[src/rtl/low_frequency_apb_regbank_if.sv]
// rtl/low_frequency_apb_regbank_if.sv - APB bus bundle between the bridge B-side requester and the register bank
interface low_frequency_apb_regbank_if #(
    parameter int ADDR_WD = 32,
    parameter int DATA_WD = 32,
    parameter int STRB_WD = 4,
    parameter int PROT_WD = 3
);
    logic               b_psel;
    logic               b_penable;
    logic               b_pwrite;
    logic [ADDR_WD-1:0] b_paddr;
    logic [DATA_WD-1:0] b_pwdata;
    logic [PROT_WD-1:0] b_pprot;
    logic [STRB_WD-1:0] b_pstrb;
    logic [DATA_WD-1:0] b_prdata;
    logic               b_pready;
    logic               b_pslverr;

    modport master (
        output b_psel, b_penable, b_pwrite, b_paddr, b_pwdata, b_pprot, b_pstrb,
        input  b_prdata, b_pready, b_pslverr
    );

    modport slave (
        input  b_psel, b_penable, b_pwrite, b_paddr, b_pwdata, b_pprot, b_pstrb,
        output b_prdata, b_pready, b_pslverr
    );
endinterface

[src/rtl/low_frequency_apb_regbank.sv]
// rtl/low_frequency_apb_regbank.sv - APB completer with byte-strobed control registers and a read-only status word
module low_frequency_apb_regbank #(
    parameter int ADDR_WD     = 32,
    parameter int DATA_WD     = 32,
    parameter int STRB_WD     = 4,
    parameter int PROT_WD     = 3,
    parameter int NUM_REGS    = 16,
    parameter int WAIT_CYCLES = 2
) (
    input  logic                         b_pclk,
    input  logic                         b_prst_n,
    low_frequency_apb_regbank_if.slave   apb,
    input  logic [DATA_WD-1:0]           status_in,
    output logic [NUM_REGS*DATA_WD-1:0]  reg_q,
    output logic [NUM_REGS-1:0]          wr_pulse
);
    localparam int                IDX_WD    = $clog2(NUM_REGS);
    localparam logic [IDX_WD-1:0] LAST_IDX  = IDX_WD'(NUM_REGS - 1);
    localparam logic [3:0]        WAIT_INIT = 4'(WAIT_CYCLES);

    typedef enum logic [1:0] {S_IDLE, S_ACCESS, S_RESP} state_t;

    state_t              state_q, state_d;
    logic [3:0]          cnt_q, cnt_d;
    logic                pready_q, pready_d;
    logic                pslverr_q, pslverr_d;
    logic [DATA_WD-1:0]  prdata_q, prdata_d;
    logic [IDX_WD-1:0]   idx_q;
    logic                write_q;
    logic                err_q;
    logic [DATA_WD-1:0]  regs_q [NUM_REGS];
    logic [NUM_REGS-1:0] wr_pulse_q;

    logic                capture;
    logic                commit;
    logic                pfire;
    logic [IDX_WD-1:0]   dec_idx;
    logic                dec_err;
    logic [IDX_WD-1:0]   sel_idx;
    logic                sel_err;
    logic                sel_write;
    logic [DATA_WD-1:0]  rd_word;
    logic                unused_prot;

    assign unused_prot = ^apb.b_pprot;

    // Decode is evaluated on the live bus and frozen at the setup edge.
    assign dec_idx = apb.b_paddr[2 +: IDX_WD];
    assign dec_err = (|(apb.b_paddr >> (2 + IDX_WD)))
                   | (|apb.b_paddr[1:0])
                   | (apb.b_pwrite & (dec_idx == LAST_IDX))
                   | (apb.b_pwrite & ~apb.b_pprot[0] & (dec_idx == '0));

    // With zero wait states the response is loaded at the setup edge, so use the live decode.
    assign sel_idx   = (state_q == S_IDLE) ? dec_idx      : idx_q;
    assign sel_err   = (state_q == S_IDLE) ? dec_err      : err_q;
    assign sel_write = (state_q == S_IDLE) ? apb.b_pwrite : write_q;
    assign rd_word   = (sel_idx == LAST_IDX) ? status_in : regs_q[sel_idx];

    assign pfire = apb.b_penable & pready_q;

    always_comb begin
        state_d   = state_q;
        cnt_d     = cnt_q;
        pready_d  = 1'b0;
        pslverr_d = 1'b0;
        prdata_d  = '0;
        capture   = 1'b0;
        commit    = 1'b0;
        case (state_q)
            S_IDLE: begin
                if (apb.b_psel && !apb.b_penable) begin
                    capture = 1'b1;
                    cnt_d   = WAIT_INIT;
                    if (WAIT_INIT == 4'd0) begin
                        state_d   = S_RESP;
                        pready_d  = 1'b1;
                        pslverr_d = sel_err;
                        prdata_d  = (sel_err || sel_write) ? '0 : rd_word;
                    end else begin
                        state_d = S_ACCESS;
                    end
                end
            end
            S_ACCESS: begin
                if (!apb.b_psel) begin
                    state_d = S_IDLE;
                end else if (cnt_q <= 4'd1) begin
                    cnt_d     = 4'd0;
                    state_d   = S_RESP;
                    pready_d  = 1'b1;
                    pslverr_d = sel_err;
                    prdata_d  = (sel_err || sel_write) ? '0 : rd_word;
                end else begin
                    cnt_d = cnt_q - 4'd1;
                end
            end
            S_RESP: begin
                state_d = S_IDLE;
                commit  = pfire & write_q & ~err_q;
            end
            default: state_d = S_IDLE;
        endcase
    end

    always_ff @(posedge b_pclk or negedge b_prst_n) begin
        if (!b_prst_n) begin
            state_q   <= S_IDLE;
            cnt_q     <= '0;
            pready_q  <= 1'b0;
            pslverr_q <= 1'b0;
            prdata_q  <= '0;
        end else begin
            state_q   <= state_d;
            cnt_q     <= cnt_d;
            pready_q  <= pready_d;
            pslverr_q <= pslverr_d;
            prdata_q  <= prdata_d;
        end
    end

    always_ff @(posedge b_pclk or negedge b_prst_n) begin
        if (!b_prst_n) begin
            idx_q      <= '0;
            write_q    <= 1'b0;
            err_q      <= 1'b0;
            regs_q     <= '{default: '0};
            wr_pulse_q <= '0;
        end else begin
            wr_pulse_q <= '0;
            if (capture) begin
                idx_q   <= dec_idx;
                write_q <= apb.b_pwrite;
                err_q   <= dec_err;
            end
            if (commit) begin
                for (int k = 0; k < STRB_WD; k++) begin
                    if (apb.b_pstrb[k]) begin
                        regs_q[idx_q][k*8 +: 8] <= apb.b_pwdata[k*8 +: 8];
                    end
                end
                if (|apb.b_pstrb) begin
                    wr_pulse_q[idx_q] <= 1'b1;
                end
            end
        end
    end

    for (genvar i = 0; i < NUM_REGS; i++) begin : g_out
        if (i == NUM_REGS - 1) begin : g_status
            assign reg_q[i*DATA_WD +: DATA_WD] = '0;
        end else begin : g_ctrl
            assign reg_q[i*DATA_WD +: DATA_WD] = regs_q[i];
        end
    end

    assign wr_pulse      = wr_pulse_q;
    assign apb.b_pready  = pready_q;
    assign apb.b_pslverr = pslverr_q;
    assign apb.b_prdata  = prdata_q;
endmodule

[src/flat_wrapper.sv]
// flat-port wrapper written by rule: the top's interface ports become plain ports
module low_frequency_apb_regbank_flat 
#(
    parameter int ADDR_WD     = 32,
    parameter int DATA_WD     = 32,
    parameter int STRB_WD     = 4,
    parameter int PROT_WD     = 3,
    parameter int NUM_REGS    = 16,
    parameter int WAIT_CYCLES = 2
)
  (b_pclk, b_prst_n, status_in, reg_q, wr_pulse, apb_b_psel, apb_b_penable, apb_b_pwrite, apb_b_paddr, apb_b_pwdata, apb_b_pprot, apb_b_pstrb, apb_b_prdata, apb_b_pready, apb_b_pslverr);
  low_frequency_apb_regbank_if #(.ADDR_WD(ADDR_WD), .DATA_WD(DATA_WD), .STRB_WD(STRB_WD), .PROT_WD(PROT_WD)) apb_i ();
  input  logic b_pclk;
  input  logic b_prst_n;
  input  logic [DATA_WD-1:0] status_in;
  output logic [NUM_REGS*DATA_WD-1:0] reg_q;
  output logic [NUM_REGS-1:0] wr_pulse;
  input wire logic [$bits(apb_i.b_psel)-1:0] apb_b_psel;
  input wire logic [$bits(apb_i.b_penable)-1:0] apb_b_penable;
  input wire logic [$bits(apb_i.b_pwrite)-1:0] apb_b_pwrite;
  input wire logic [$bits(apb_i.b_paddr)-1:0] apb_b_paddr;
  input wire logic [$bits(apb_i.b_pwdata)-1:0] apb_b_pwdata;
  input wire logic [$bits(apb_i.b_pprot)-1:0] apb_b_pprot;
  input wire logic [$bits(apb_i.b_pstrb)-1:0] apb_b_pstrb;
  output wire logic [$bits(apb_i.b_prdata)-1:0] apb_b_prdata;
  output wire logic [$bits(apb_i.b_pready)-1:0] apb_b_pready;
  output wire logic [$bits(apb_i.b_pslverr)-1:0] apb_b_pslverr;
  assign apb_i.b_psel = apb_b_psel;
  assign apb_i.b_penable = apb_b_penable;
  assign apb_i.b_pwrite = apb_b_pwrite;
  assign apb_i.b_paddr = apb_b_paddr;
  assign apb_i.b_pwdata = apb_b_pwdata;
  assign apb_i.b_pprot = apb_b_pprot;
  assign apb_i.b_pstrb = apb_b_pstrb;
  assign apb_b_prdata = apb_i.b_prdata;
  assign apb_b_pready = apb_i.b_pready;
  assign apb_b_pslverr = apb_i.b_pslverr;
  low_frequency_apb_regbank #(.ADDR_WD(ADDR_WD), .DATA_WD(DATA_WD), .STRB_WD(STRB_WD), .PROT_WD(PROT_WD), .NUM_REGS(NUM_REGS), .WAIT_CYCLES(WAIT_CYCLES)) u_core (.b_pclk(b_pclk), .b_prst_n(b_prst_n), .apb(apb_i), .status_in(status_in), .reg_q(reg_q), .wr_pulse(wr_pulse));
endmodule
[config.mk]
export PLATFORM = sky130hd
export DESIGN_NAME = low_frequency_apb_regbank_flat
export DESIGN_NICKNAME = d
export VERILOG_FILES = /design/src/rtl/low_frequency_apb_regbank_if.sv /design/src/rtl/low_frequency_apb_regbank.sv /design/src/flat_wrapper.sv
export SDC_FILE = /design/constraint.sdc
export NUM_CORES = 1
export LEC_CHECK = 0
export CAP_MARGIN = 20
export CORE_ASPECT_RATIO = 1.2
export CORE_MARGIN = 5
export CORE_UTILIZATION = 46
export CTS_CLUSTER_DIAMETER = 150
export DETAILED_ROUTE_END_ITERATION = 12
export HOLD_SLACK_MARGIN = 0.02
export PLACE_DENSITY = 0.73
export SLEW_MARGIN = 20
export SYNTH_ARGS = -nofsm -noshare
export SYNTH_HDL_FRONTEND = slang
export SYNTH_SLANG_ARGS = --single-unit
[constraint.sdc]
create_clock -name b_pclk -period 4.14 [get_ports b_pclk]
set_input_delay 0.828 -clock b_pclk [delete_from_list [all_inputs] [get_ports b_pclk]]
set_output_delay 0.828 -clock b_pclk [all_outputs]
set_load 0.02 [all_outputs]
==> summary.txt <==
Antenna viol nets, final: 0
DRC: 0
Most area-consuming cells after synthesis: sky130_fd_sc_hd__dfrtp_1 (46%), sky130_fd_sc_hd__mux2_2 (14%), sky130_fd_sc_hd__buf_4 (12%)
Reg-to-reg slack, setup: 1.01 ns
Clock Root Buffer: sky130_fd_sc_hd__clkbuf_16
CTS sink count: 574
1st-iter DRT viols: 2,073
Leading cell type in the layout, fill and taps excluded: sky130_fd_sc_hd__clkdlybuf4s50_1
WP data required: 4.63 ns
Number of nets in the final layout: 2,930
Setup CP Type: in -> reg
Area added between synthesis and finish: 19.0%
Worst setup path startpoint: apb_b_paddr[3]
Number of levels in the clock H-tree: 2
Global-route usage over all layers: 30.1%
Pin count of the biggest net entering global routing: 102
Weighted congestion at the end of routability-driven global placement: 0.926
# rows: 105
Total setup violations reported at the end of the flow: 0
Worst flop-to-flop path startpoint: u_core.state_q[1]
Post-Synthesis Mean Instance Area: 11.7 um^2
Capturing instance or port of the critical path: u_core.apb.b_prdata[28]
Number of filler cells placed in the layout: 5,617
Worst vdd ir: 293 uV
Final critical-path share of the clock period: 77.0%
Post CTS Setup Buffer Count: 0
Synthesized flop and latch total: 574
Chip Width: 249 um
Fin Setup TNS: 0 ns
Vias per cell: 6.04
Sequential cell area fraction in the yosys report: 45.6%
CTS tree: yes
Number of resized instances in the post-cts repair step: 0
Min cycle time layout: 3.19 ns
Total number of vias: 22,800
Critical path capture point type: register
Final worst clock skew: 0.0209 ns
Wire length of the first global-routing pass: 169,000 um
Number of buffers added by the clock tree synthesis step: 59
Total grt overflow: 0
Area of the placeable core: 0.0682 mm^2
Number of enable flip-flop cells after synthesis: 0
Die height: 297 um
Top-level I/O count: 670
Non-filler instance count after layout: 3,778
Fin. max-slew vios: 0
Antenna violations before repair: 5
Status: finished, final reports clean
Data arrival at the endpoint of the critical path: 3.67 ns
Cell count of the worst reg-to-reg path: 8
Power density over cell area: 406 mW/mm^2
Layout cells sized above 1: 22.3%
Crit path max fanout: 17
Routed wire length per instance: 30.7 um
Final Hold Viols: 0
FMAX: 0.314 GHz
Cell taking the most area after synthesis: sky130_fd_sc_hd__dfrtp_1
CTS Buffer Depth: 3
Port buffer count: 635
Initial core utilization: 46.2%
Post-synth design cell area: 0.0315 mm^2
Synthesis Warnings: 0
Routed wire length: 116,000 um
CTS hold repair buffers: 0
Clock Pin Slew Worst Setup and Hold Paths: 0.06 ns
Clock insertion delay at the later pin of the skew report: 0.63 ns
Main synth FF type: sky130_fd_sc_hd__dfrtp_1
RSZ-0062 raised after global routing: false
Vias in the first global route: 24,100
Area enclosed by the die boundary: 0.0739 mm^2
Max capacitance violation total: 0
Kind of start point of the critical path: input pin
Cells after Synth: 2,696
Worst reg2reg path endpoint: u_core.apb.b_prdata[28]
Pre-antenna DRT Iters: 5
Class of the tightest hold or removal check: in -> async
Post-DP HPWL: 83,200 um
Synth async-reset ratio: 100%
Slew margin rel.: 26.8%
Area share of the leading cell type in the synthesized netlist: 45.6%
Commonest cells after routing, fill and taps aside: sky130_fd_sc_hd__clkdlybuf4s50_1 (633), sky130_fd_sc_hd__dfrtp_1 (573), sky130_fd_sc_hd__mux2_2 (391)
Slew of the pin with the lowest slew margin: 1.09 ns
Static Leak: 17.0 nW
Post-synth cell types: 60
Cell total after placement: 3,668
[stage by stage]
stage          instance area [um^2]  util [%]  setup slack (ns)  hold WS (ns)  total power, mW
2_1_floorplan                 31600         -              1.74         0.479             8.02
3_3_place_gp                  35400      52.0             0.354         0.489             9.55
3_5_place_dp                  35500      52.0             0.313         0.495             9.62
4_1_cts                       37500      55.0             0.983         0.297             15.3
5_1_grt                       37500      55.0             0.906         0.332             15.7
6_report                      37500      55.0             0.953         0.298             15.2
[cell usage after synthesis (2+ instances only)]
library cell / number
sky130_fd_sc_hd__a221o_1: 32
sky130_fd_sc_hd__clkbuf_4: 2
sky130_fd_sc_hd__clkbuf_1: 101
sky130_fd_sc_hd__nand2_1: 73
sky130_fd_sc_hd__o211a_1: 2
sky130_fd_sc_hd__buf_1: 16
sky130_fd_sc_hd__and3_1: 32
sky130_fd_sc_hd__o22ai_1: 2
sky130_fd_sc_hd__mux2_1: 125
sky130_fd_sc_hd__o21ai_1: 4
sky130_fd_sc_hd__nand2b_1: 70
sky130_fd_sc_hd__mux2_2: 391
sky130_fd_sc_hd__nor4_1: 9
sky130_fd_sc_hd__nand2_2: 3
sky130_fd_sc_hd__nor3_1: 47
sky130_fd_sc_hd__buf_8: 2
sky130_fd_sc_hd__nor2b_1: 9
sky130_fd_sc_hd__dfrtp_1: 574
sky130_fd_sc_hd__o211ai_1: 130
sky130_fd_sc_hd__inv_1: 4
sky130_fd_sc_hd__a41oi_1: 32
sky130_fd_sc_hd__a2111oi_0: 33
sky130_fd_sc_hd__buf_4: 514
sky130_fd_sc_hd__and2_1: 5
sky130_fd_sc_hd__ha_1: 2
sky130_fd_sc_hd__nor2_1: 15
sky130_fd_sc_hd__a2111oi_2: 32
sky130_fd_sc_hd__buf_12: 4
sky130_fd_sc_hd__buf_6: 4
sky130_fd_sc_hd__nor3b_2: 2
sky130_fd_sc_hd__o21ai_0: 99
sky130_fd_sc_hd__o41ai_1: 2
sky130_fd_sc_hd__nand3_1: 65
sky130_fd_sc_hd__mux2i_1: 161
sky130_fd_sc_hd__buf_2: 39
sky130_fd_sc_hd__or4_1: 2
sky130_fd_sc_hd__nor4b_1: 2
sky130_fd_sc_hd__a21oi_1: 33
[how the worst min path moves through the flow]
stage	from	endpoint	depth (start not counted)	slack, ns
CTS	b_prst_n	u_core.reg_q[315]	1	0.30
finish	b_prst_n	u_core.reg_q[315]	1	0.30
detailed placement	u_core.regs_q[0]	u_core.regs_q[0]	1	0.49
floorplan	u_core.regs_q[0]	u_core.regs_q[0]	1	0.48
global placement	u_core.regs_q[7]	u_core.regs_q[7]	1	0.49
global route	b_prst_n	u_core.reg_q[409]	1	0.33
[sequential cells by signal, indices dropped and copies added, names as in the netlist]
register	flops
u_core.idx_q	4
u_core.apb.b_pready	1
u_core.state_q	2
u_core.apb.b_prdata	32
u_core.write_q	1
u_core.err_q	1
u_core.reg_q	480
u_core.cnt_q	4
u_core.apb.b_pslverr	1
u_core.wr_pulse	16
u_core.regs_q	32
[power breakdown]
part / internal [mW] / total (mW) / switching (mW)
clock network: 3.35 / 5.67 / 2.33
logic: 1.20 / 3.81 / 2.61
registers: 5.65 / 5.76 / 0.105
[critical path, cell delays in order]
cell	delay (ns)
sky130_fd_sc_hd__clkdlybuf4s50_1	0.68
sky130_fd_sc_hd__or4b_2	0.67
sky130_fd_sc_hd__o21ai_4	0.31
sky130_fd_sc_hd__buf_4	0.36
sky130_fd_sc_hd__buf_4	0.24
sky130_fd_sc_hd__o211ai_1	0.11
sky130_fd_sc_hd__a41oi_1	0.40
sky130_fd_sc_hd__a2111oi_2	0.06
[per-layer routing]
metal  GRT usage (%)  wire length (um)  vias up  share of wire (%)
met5               0                26        -              0.022
met4            14.2              6530        4                5.6
met3            7.53              9620      281                8.3
met2            50.3             56000     1220                 48
met1            36.5             43700    11800                 38
li1                -                 -     9504                  -
[kinds of logic (layout without fill, tap and decap cells)]
group | count (synthesis) | count (layout) | share of synthesized area, %
adders and majority gates | 2 | 2 | 0.0793
AOI/OAI and AO/OA | 408 | 408 | 10.0
other | 1 | 33 | 0.0119
DFF | 574 | 574 | 45.6
buffers and inverters | 686 | 827 | 14.8
and+or+nand+nor | 346 | 346 | 5.91
muxes | 677 | 677 | 23.5
xor gates and xnor gates | 2 | 2 | 0.0556
[cell type report]
cell class | count | area [um^2] | area share [%]
sequential | 574 | 14400 | 38.3
clock buffer | 85 | 1780 | 4.73
clock inverter | 24 | 298 | 0.793
inverter | 4 | 15.0 | 0.0400
antenna | 1 | 2.50 | 0.00667
timing repair buffer | 714 | 7170 | 19.1
multi-input combinational | 1467 | 12800 | 34.0
tap | 909 | 1140 | 3.03
Power figures use the tool's default switching activity.
